[config.mk]
export PLATFORM = sky130hd
export DESIGN_NAME = clock_ctrl
export DESIGN_NICKNAME = d
export VERILOG_FILES = /design/src/rtl/clock_pkg.sv /design/src/rtl/key_debounce.sv /design/src/rtl/clock_ctrl.sv
export SDC_FILE = /design/constraint.sdc
export NUM_CORES = 1
export LEC_CHECK = 0
export CAP_MARGIN = 10
export CELL_PAD_IN_SITES_DETAIL_PLACEMENT = 0
export CELL_PAD_IN_SITES_GLOBAL_PLACEMENT = 2
export CORE_MARGIN = 8
export CORE_UTILIZATION = 37
export CTS_CLUSTER_SIZE = 16
export DETAILED_ROUTE_END_ITERATION = 8
export GPL_TIMING_DRIVEN = 0
export MAX_ROUTING_LAYER = met4
export PLACE_DENSITY_LB_ADDON = 0.1
export SYNTH_ARGS = -nofsm -noshare
export SYNTH_HDL_FRONTEND = slang
export SYNTH_HIERARCHICAL = 1
export SYNTH_SLANG_ARGS = --single-unit
export TNS_END_PERCENT = 1
[constraint.sdc]
create_clock -name clk -period 2.15 [get_ports clk]
set_clock_uncertainty 0.15 [all_clocks]
set_input_delay 0.43 -clock clk [delete_from_list [all_inputs] [get_ports clk]]
set_output_delay 0.43 -clock clk [all_outputs]
set_load 0.02 [all_outputs]
[src/rtl/clock_pkg.sv]
// Shared types and helpers for the set-time clock controller.
package clock_pkg;

    typedef enum logic [2:0] {
        RUN      = 3'd0,
        EDIT_H   = 3'd1,
        EDIT_M   = 3'd2,
        COMMIT_H = 3'd3,
        COMMIT_M = 3'd4
    } ctrl_state_t;

    localparam int unsigned HOURS_PER_DAY = 24;
    localparam int unsigned MINS_PER_HOUR = 60;

    // Out-of-range hour from the counter starts the edit at 0.
    function automatic logic [4:0] clamp_hour(input logic [4:0] h);
        return (h > 5'(HOURS_PER_DAY - 1)) ? 5'd0 : h;
    endfunction

    // Out-of-range minute from the counter starts the edit at 0.
    function automatic logic [5:0] clamp_min(input logic [5:0] m);
        return (m > 6'(MINS_PER_HOUR - 1)) ? 6'd0 : m;
    endfunction

    // Hour increment, wrapping 23 -> 0 (anything >=23 wraps, so garbage cannot escape).
    function automatic logic [4:0] next_hour(input logic [4:0] h);
        return (h >= 5'(HOURS_PER_DAY - 1)) ? 5'd0 : h + 5'd1;
    endfunction

    // Minute increment, wrapping 59 -> 0.
    function automatic logic [5:0] next_min(input logic [5:0] m);
        return (m >= 6'(MINS_PER_HOUR - 1)) ? 6'd0 : m + 6'd1;
    endfunction

endpackage

[src/rtl/key_debounce.sv]
// Push-key conditioner: 2-flop synchronizer, stable-count debouncer and a
// registered one-cycle press pulse on each debounced 1->0 transition.
module key_debounce
    import clock_pkg::*;
#(
    parameter int unsigned DEBOUNCE_CYCLES = 500000
) (
    input  logic clk,
    input  logic reset_n,
    input  logic key_n,
    output logic level,
    output logic press
);

    localparam int unsigned CNT_W = (DEBOUNCE_CYCLES > 1) ? $clog2(DEBOUNCE_CYCLES) : 1;
    localparam logic [CNT_W-1:0] CNT_MAX = CNT_W'(DEBOUNCE_CYCLES - 1);

    logic             sync1_r;
    logic             sync2_r;
    logic             level_r;
    logic             level_d_r;
    logic             press_r;
    logic [CNT_W-1:0] cnt_r;
    logic [CNT_W-1:0] cnt_next_s;
    logic             level_next_s;

    // Stable-count: any disagreement with the accepted level counts up; a
    // return to the accepted level (bounce) restarts the count.
    always_comb begin
        cnt_next_s   = cnt_r;
        level_next_s = level_r;
        if (sync2_r == level_r) begin
            cnt_next_s = {CNT_W{1'b0}};
        end else if (cnt_r == CNT_MAX) begin
            cnt_next_s   = {CNT_W{1'b0}};
            level_next_s = sync2_r;
        end else begin
            cnt_next_s = cnt_r + CNT_W'(1);
        end
    end

    // Synchronizer, debounce state and press-pulse registers.
    always_ff @(posedge clk) begin
        if (!reset_n) begin
            sync1_r   <= 1'b1;
            sync2_r   <= 1'b1;
            level_r   <= 1'b1;
            level_d_r <= 1'b1;
            press_r   <= 1'b0;
            cnt_r     <= {CNT_W{1'b0}};
        end else begin
            sync1_r   <= key_n;
            sync2_r   <= sync1_r;
            level_r   <= level_next_s;
            level_d_r <= level_r;
            press_r   <= level_d_r & ~level_r;
            cnt_r     <= cnt_next_s;
        end
    end

    assign level = level_r;
    assign press = press_r;

endmodule

[src/rtl/clock_ctrl.sv]
// Set-time controller: debounced keys drive a mode FSM that freezes the
// wall-clock counter during edit and commits hour/minute on s_clk edges.
module clock_ctrl
    import clock_pkg::*;
#(
    parameter int unsigned DEBOUNCE_CYCLES = 500000,
    parameter int unsigned TIMEOUT_S       = 30
) (
    input  logic       clk,
    input  logic       reset_n,
    input  logic       key_mode,
    input  logic       key_inc,
    input  logic       s_clk,
    input  logic [4:0] hour,
    input  logic [5:0] min,
    output logic       enable,
    output logic       reset_h,
    output logic       reset_m,
    output logic [5:0] set,
    output logic       blink_h,
    output logic       blink_m
);

    localparam int unsigned IDLE_W = $clog2(TIMEOUT_S + 1);
    localparam logic [IDLE_W-1:0] IDLE_MAX = IDLE_W'(TIMEOUT_S);

    ctrl_state_t       state_r;
    ctrl_state_t       state_next_s;
    logic [4:0]        edit_h_r;
    logic [4:0]        edit_h_next_s;
    logic [5:0]        edit_m_r;
    logic [5:0]        edit_m_next_s;
    logic [IDLE_W-1:0] idle_r;
    logic [IDLE_W-1:0] idle_next_s;
    logic              sclk_q1_r;
    logic              sclk_q2_r;
    logic              s_rise_s;
    logic              mode_press_s;
    logic              inc_press_s;
    logic              level_mode_s;
    logic              level_inc_s;
    logic              idle_expired_s;
    logic              in_edit_next_s;
    logic              enable_s;
    logic              reset_h_s;
    logic              reset_m_s;
    logic [5:0]        set_s;
    logic              blink_h_s;
    logic              blink_m_s;
    logic              key_levels_unused_s;

    key_debounce #(.DEBOUNCE_CYCLES(DEBOUNCE_CYCLES)) u_key_mode (
        .clk     (clk),
        .reset_n (reset_n),
        .key_n   (key_mode),
        .level   (level_mode_s),
        .press   (mode_press_s)
    );

    key_debounce #(.DEBOUNCE_CYCLES(DEBOUNCE_CYCLES)) u_key_inc (
        .clk     (clk),
        .reset_n (reset_n),
        .key_n   (key_inc),
        .level   (level_inc_s),
        .press   (inc_press_s)
    );

    // Only press events steer the controller; debounced levels stay unused.
    assign key_levels_unused_s = level_mode_s & level_inc_s;

    assign s_rise_s       = sclk_q1_r & ~sclk_q2_r;
    assign idle_expired_s = (idle_r >= IDLE_MAX);

    // Next-state and edit-register logic; mode always wins over inc.
    always_comb begin
        state_next_s  = state_r;
        edit_h_next_s = edit_h_r;
        edit_m_next_s = edit_m_r;
        case (state_r)
            RUN: begin
                if (mode_press_s) begin
                    state_next_s  = EDIT_H;
                    edit_h_next_s = clamp_hour(hour);
                end else begin
                    state_next_s = RUN;
                end
            end
            EDIT_H: begin
                if (idle_expired_s) begin
                    state_next_s = RUN;
                end else if (mode_press_s) begin
                    state_next_s  = EDIT_M;
                    edit_m_next_s = clamp_min(min);
                end else if (inc_press_s) begin
                    edit_h_next_s = next_hour(edit_h_r);
                end else begin
                    state_next_s = EDIT_H;
                end
            end
            EDIT_M: begin
                if (idle_expired_s) begin
                    state_next_s = RUN;
                end else if (mode_press_s) begin
                    state_next_s = COMMIT_H;
                end else if (inc_press_s) begin
                    edit_m_next_s = next_min(edit_m_r);
                end else begin
                    state_next_s = EDIT_M;
                end
            end
            COMMIT_H: begin
                if (s_rise_s) begin
                    state_next_s = COMMIT_M;
                end else begin
                    state_next_s = COMMIT_H;
                end
            end
            COMMIT_M: begin
                if (s_rise_s) begin
                    state_next_s = RUN;
                end else begin
                    state_next_s = COMMIT_M;
                end
            end
            default: begin
                state_next_s = RUN;
            end
        endcase
    end

    // Idle timer: counts seconds spent untouched in an edit state, saturating.
    always_comb begin
        idle_next_s    = idle_r;
        in_edit_next_s = (state_next_s == EDIT_H) || (state_next_s == EDIT_M);
        if (!in_edit_next_s) begin
            idle_next_s = {IDLE_W{1'b0}};
        end else if (state_next_s != state_r) begin
            idle_next_s = {IDLE_W{1'b0}};
        end else if (mode_press_s || inc_press_s) begin
            idle_next_s = {IDLE_W{1'b0}};
        end else if (s_rise_s && (idle_r != IDLE_MAX)) begin
            idle_next_s = idle_r + IDLE_W'(1);
        end else begin
            idle_next_s = idle_r;
        end
    end

    // Output decode from the current state; registered one cycle later.
    always_comb begin
        enable_s  = 1'b1;
        reset_h_s = 1'b0;
        reset_m_s = 1'b0;
        set_s     = 6'd0;
        blink_h_s = 1'b0;
        blink_m_s = 1'b0;
        case (state_r)
            RUN: begin
                enable_s = 1'b1;
            end
            EDIT_H: begin
                enable_s  = 1'b0;
                blink_h_s = 1'b1;
            end
            EDIT_M: begin
                enable_s  = 1'b0;
                blink_m_s = 1'b1;
            end
            COMMIT_H: begin
                reset_h_s = 1'b1;
                set_s     = {1'b0, edit_h_r};
            end
            COMMIT_M: begin
                reset_m_s = 1'b1;
                set_s     = edit_m_r;
            end
            default: begin
                enable_s = 1'b1;
            end
        endcase
    end

    // FSM state, edit values, idle timer and s_clk synchronizer.
    always_ff @(posedge clk) begin
        if (!reset_n) begin
            state_r   <= RUN;
            edit_h_r  <= 5'd0;
            edit_m_r  <= 6'd0;
            idle_r    <= {IDLE_W{1'b0}};
            sclk_q1_r <= 1'b1;
            sclk_q2_r <= 1'b1;
        end else begin
            state_r   <= state_next_s;
            edit_h_r  <= edit_h_next_s;
            edit_m_r  <= edit_m_next_s;
            idle_r    <= idle_next_s;
            sclk_q1_r <= s_clk;
            sclk_q2_r <= sclk_q1_r;
        end
    end

    // Registered outputs toward the counter and the display.
    always_ff @(posedge clk) begin
        if (!reset_n) begin
            enable  <= 1'b1;
            reset_h <= 1'b0;
            reset_m <= 1'b0;
            set     <= 6'd0;
            blink_h <= 1'b0;
            blink_m <= 1'b0;
        end else begin
            enable  <= enable_s;
            reset_h <= reset_h_s;
            reset_m <= reset_m_s;
            set     <= set_s;
            blink_h <= blink_h_s;
            blink_m <= blink_m_s;
        end
    end

endmodule

==> impl_summary.md <==
Outcome
The flow ran to the end, and the final reports show no timing, DRC or antenna violations.

Routing
The average wire per cell in the routed design is 13.74 um. The first routing iteration left between 100 and 150 violations. The pre-antenna-repair detailed-routing pass consisted of 4 iterations. In the routed design, unresolved DRC markers number 0. In the routed layout, each cell is associated on average with a via count of 5.150.

The detailed router placed around 3,000 vias in this run. The antenna violation net count after detailed routing is 0. The overall routed net length is 8051 um.

Power
Of the total power, the clock network draws 37.8%. The worst-case vdd ir drop is a little under 300 uV. Sequential cells burn 58.8% of the power. The net switching share of the total power is 23.44%.

The analysis attributes to net switching a power of a little under 0.0006 W. The part of the total power dissipated in combinational logic is 3.4%. The leakage component of the power is 1.334 nW. Power spread over the standard cell area amounts to 574.4 nW/um^2. The total power of the final layout is 0.002533 W. The total internal power is a little under 0.002 W.

Timing
The relative slew slack is around three fifths. The final number of hold-violating endpoints is 0. The final period demand of the worst path is about 2000 ps. At the pin with the least slew margin, the transition time is approximately 590 ps. The max-slew violation total from the final report is 0. Setup repair after global routing left no endpoint under its margin. Timing would allow up to 0.4958 GHz.

Setup slack on the critical path of the routed design comes to around 130 ps. The part of the cycle the worst path needs is 93.80%. Setup violations remaining at the end of the flow were counted as 0.

Floorplanning
The initial utilization of the core area, before any placement, comes to 37.99%. The chip height is 116.2 um. After floorplanning, the core was divided into 36 placement rows. 27 I/O pins were placed. The floorplan step set the die width to 116.2 um. The overall die area is 13,500 um^2. The floorplan core area is 9774 um^2.

Clock network
The quantity of hold-fixing buffers added after cts is 0. The clock tree from TritonCTS is yes. The clock network latency to the later pin of the worst-skew pair is 350 ps.

The deepest clock path buffer count is 2. After clock tree synthesis, the clock-pin slew on the worst setup and hold paths is approximately 80 ps. The cell chosen for the clock root is clkbuf_8. In this run the number of H-tree levels came out at 3. Clock tree synthesis inserted a total of 9 buffers. The count of clock tree sinks is 80.

Logic synthesis
The post-synthesis async set-or-reset flop share is 0%. Among all flip-flop cells after synthesis, the most frequent one is dfxtp_1. Counting flops with a built-in enable in the synthesized netlist gives 0.

The synthesized netlist contains 60 unique library cells. The synthesized instance count is 406. The netlist area before placement is 3714 um^2. The synthesized netlist net count is 428.

The count of synthesis-stage warnings from yosys is 6. Dividing the synthesized area by the synthesized cell count gives 9.147 um^2. The flip-flop and latch count after synthesis is 80. The portion of the post-synthesis area used by sequential elements is 43.13%.

GRT
The number of antenna violations at the first check in global routing was 0. The first global-routing pass estimated 13,790 um of wire. The maximum number of pins on one net before global-route repair is 15. The number of global-route vias before repair was 2,895. For this run, global-route usage on met3 was measured as 2.792%. The met1 usage in global routing is ~15%. The busiest layer in global routing is met2. For this run, the total global-route usage over all layers was measured as a little over an eighth.

The fraction of met2 tracks used by global routing is between 20% and 30%. The final global-route overflow total is 0.

Critical path
The maximum fanout along the worst path is 7. The required time of the critical path is 2230 ps. The signal on the critical path passes through ha_2 -> nand3_4 -> or4_4 -> o31ai_4 -> buf_4 -> a21oi_1.

The critical path class is reg -> reg. The largest incremental delay on the critical path is 460 ps. STA puts the critical path data arrival time at 2090 ps. The largest individual stage delay along the critical path comes from the cell or4_4.

The worst setup path is launched from a flip-flop. STA classifies the critical path endpoint as a flip-flop.

Min path
In this run the worst hold path is classified as reg -> reg.

Job
Across the run, the number of max-cap violations was 0.

Place
The number of buffers inserted by port buffering is 26. OpenSTA, run right after detailed placement, puts the worst setup slack at -409.0 ps. The HPWL reported at the end of detailed placement is 5690 um.

The congestion estimate from routability-driven global placement came to a little under 0.8.

Final layout
Compared with the post-synthesis result, the final layout area differs by 18.73%. The final layout contains 471 nets. Of the cells placed in the final design, the portion with a size suffix greater than 1 is 12.80%. 0 antenna diodes ended up in the layout.
==> cell usage in the layout, fill, tap and decap left out, drive strengths merged, types with 3 or more instances in the layout <==
cell,count
a211oi,5
a21boi,3
a21oi,16
a22o,5
a31oi,7
a32o,3
and2,9
and3,3
buf,12
clkbuf,16
clkdlybuf4s50,25
clkinv,3
clkinvlp,3
dfxtp,80
ha,6
inv,15
mux2i,3
nand2,20
nand2b,10
nand3,28
nand4,18
nand4b,3
nor2,40
nor2b,5
nor3,12
nor3b,3
nor4,10
o211ai,3
o21a,3
o21ai,14
o31ai,5
or3b,5
or4,5
xnor2,23
xor2,7
==> per-stage QoR <==
step	utilization, %	area (um^2)	std cells	setup TNS [ps]	hold WS (ps)
after floorplan	-	3714	406	0	236.3
after global routing	45.11	4409	586	0	271.7
after CTS	44.43	4343	582	-45.43	262.5
after detailed placement	42.36	4140	565	-5276	243.2
after global placement	42.36	4140	565	-5271	240.0
final	45.11	4409	586	0	259.8
==> final timing paths <==
kind                        from                    to  slack, ps  depth (start not counted)
max          u_key_mode/cnt_r[0]  u_key_mode/cnt_r[17]        130                          6
min            u_key_inc/sync1_r     u_key_inc/sync2_r        260                          1
max reg2reg  u_key_mode/cnt_r[0]  u_key_mode/cnt_r[17]        130                          6
min reg2reg    u_key_inc/sync1_r     u_key_inc/sync2_r        260                          1
==> cells by family after synthesis <==
group	synth area share [%]
multiplexers	0.8087
AO/OA/AOI/OAI	15.50
flip-flops	43.13
buffers and inverters	3.369
adder cells (fa/ha/maj)	2.291
AND/OR/NAND/NOR	27.83
XOR/XNOR	7.075
==> what timing repair did <==
| action | in CTS | in global routing |
|---|---|---|
| pin swaps | 2 | 2 |
| endpoints found under the setup margin | 27 | 42 |
| resized for setup | 7 | 9 |
| setup buffers | 2 | 4 |
==> sequential cells by signal (all words and copies together) (netlist names), 3 cells and up <==
register / flops
edit_h_r: 5
set: 6
u_key_inc/cnt_r: 19
state_r: 3
idle_r: 5
edit_m_r: 6
u_key_mode/cnt_r: 19
==> final cells by class <==
type / instances / area [um^2]
flip-flops and latches: 80 / 1604
plain buffers: 13 / 71.32
multi-input cells: 298 / 2046
inverters: 15 / 56.30
well taps: 133 / 166.4
fillers: 1022 / 5365
repair buffers: 32 / 304.0
clock inverters: 6 / 37.54
clock buffers: 9 / 123.9
==> worst max-delay path: cells and delay by family, from the launching register on <==
family / cells / cell delay (ps)
and+or+nand+nor: 2 / 590
DFF: 1 / 380
AOI/OAI and AO/OA: 2 / 350
adders and majority gates: 1 / 240
buffers and inverters: 1 / 190
==> cells in the mapped netlist, types with 3 or more instances <==
| library cell | instances | area (um^2) |
|---|---|---|
| dfxtp_1 | 80 | 1602 |
| inv_1 | 15 | 56.30 |
| nor3_1 | 12 | 60.06 |
| a21boi_0 | 3 | 22.52 |
| xnor2_1 | 23 | 201.4 |
| buf_2 | 4 | 20.02 |
| a32o_1 | 3 | 30.03 |
| a21oi_1 | 16 | 80.08 |
| nor2_1 | 40 | 150.1 |
| o211ai_1 | 3 | 22.52 |
| or4_4 | 3 | 33.78 |
| a31oi_1 | 7 | 43.79 |
| nor2b_1 | 5 | 31.28 |
| xor2_1 | 7 | 61.31 |
| o21ai_0 | 13 | 65.06 |
| nand2_1 | 20 | 75.07 |
| ha_1 | 6 | 75.07 |
| and2_1 | 9 | 56.30 |
| nand2b_1 | 10 | 62.56 |
| o31ai_4 | 3 | 63.81 |
| o21a_1 | 3 | 22.52 |
| or3b_1 | 4 | 35.03 |
| a211oi_1 | 3 | 22.52 |
| nor4_1 | 10 | 62.56 |
| mux2i_1 | 3 | 30.03 |
| nand3_1 | 26 | 130.1 |
| clkbuf_1 | 7 | 26.28 |
| a22o_1 | 5 | 43.79 |
| nand4b_1 | 3 | 26.28 |
| nand4_1 | 18 | 112.6 |
==> layer usage <==
metal / vias up / part of all wire [%] / routed length (um)
li1: 1552 / - / -
met1: 1413 / 47 / 3772
met2: 40 / 47 / 3818
met3: 13 / 3.9 / 315
met4: 0 / 1.8 / 144
met5: - / 0 / 0
==> power groups by stage <==
stage,clock network [W],logic [W],registers [W]
after global placement,0,0.0000833,0.00152
after floorplan,0,0.0000374,0.00152
after global routing,0.00105,0.0000960,0.00149
final,0.000957,0.0000860,0.00149
after CTS,0.00101,0.0000847,0.00149
after detailed placement,0,0.0000836,0.00152
Power figures use the tool's default switching activity.
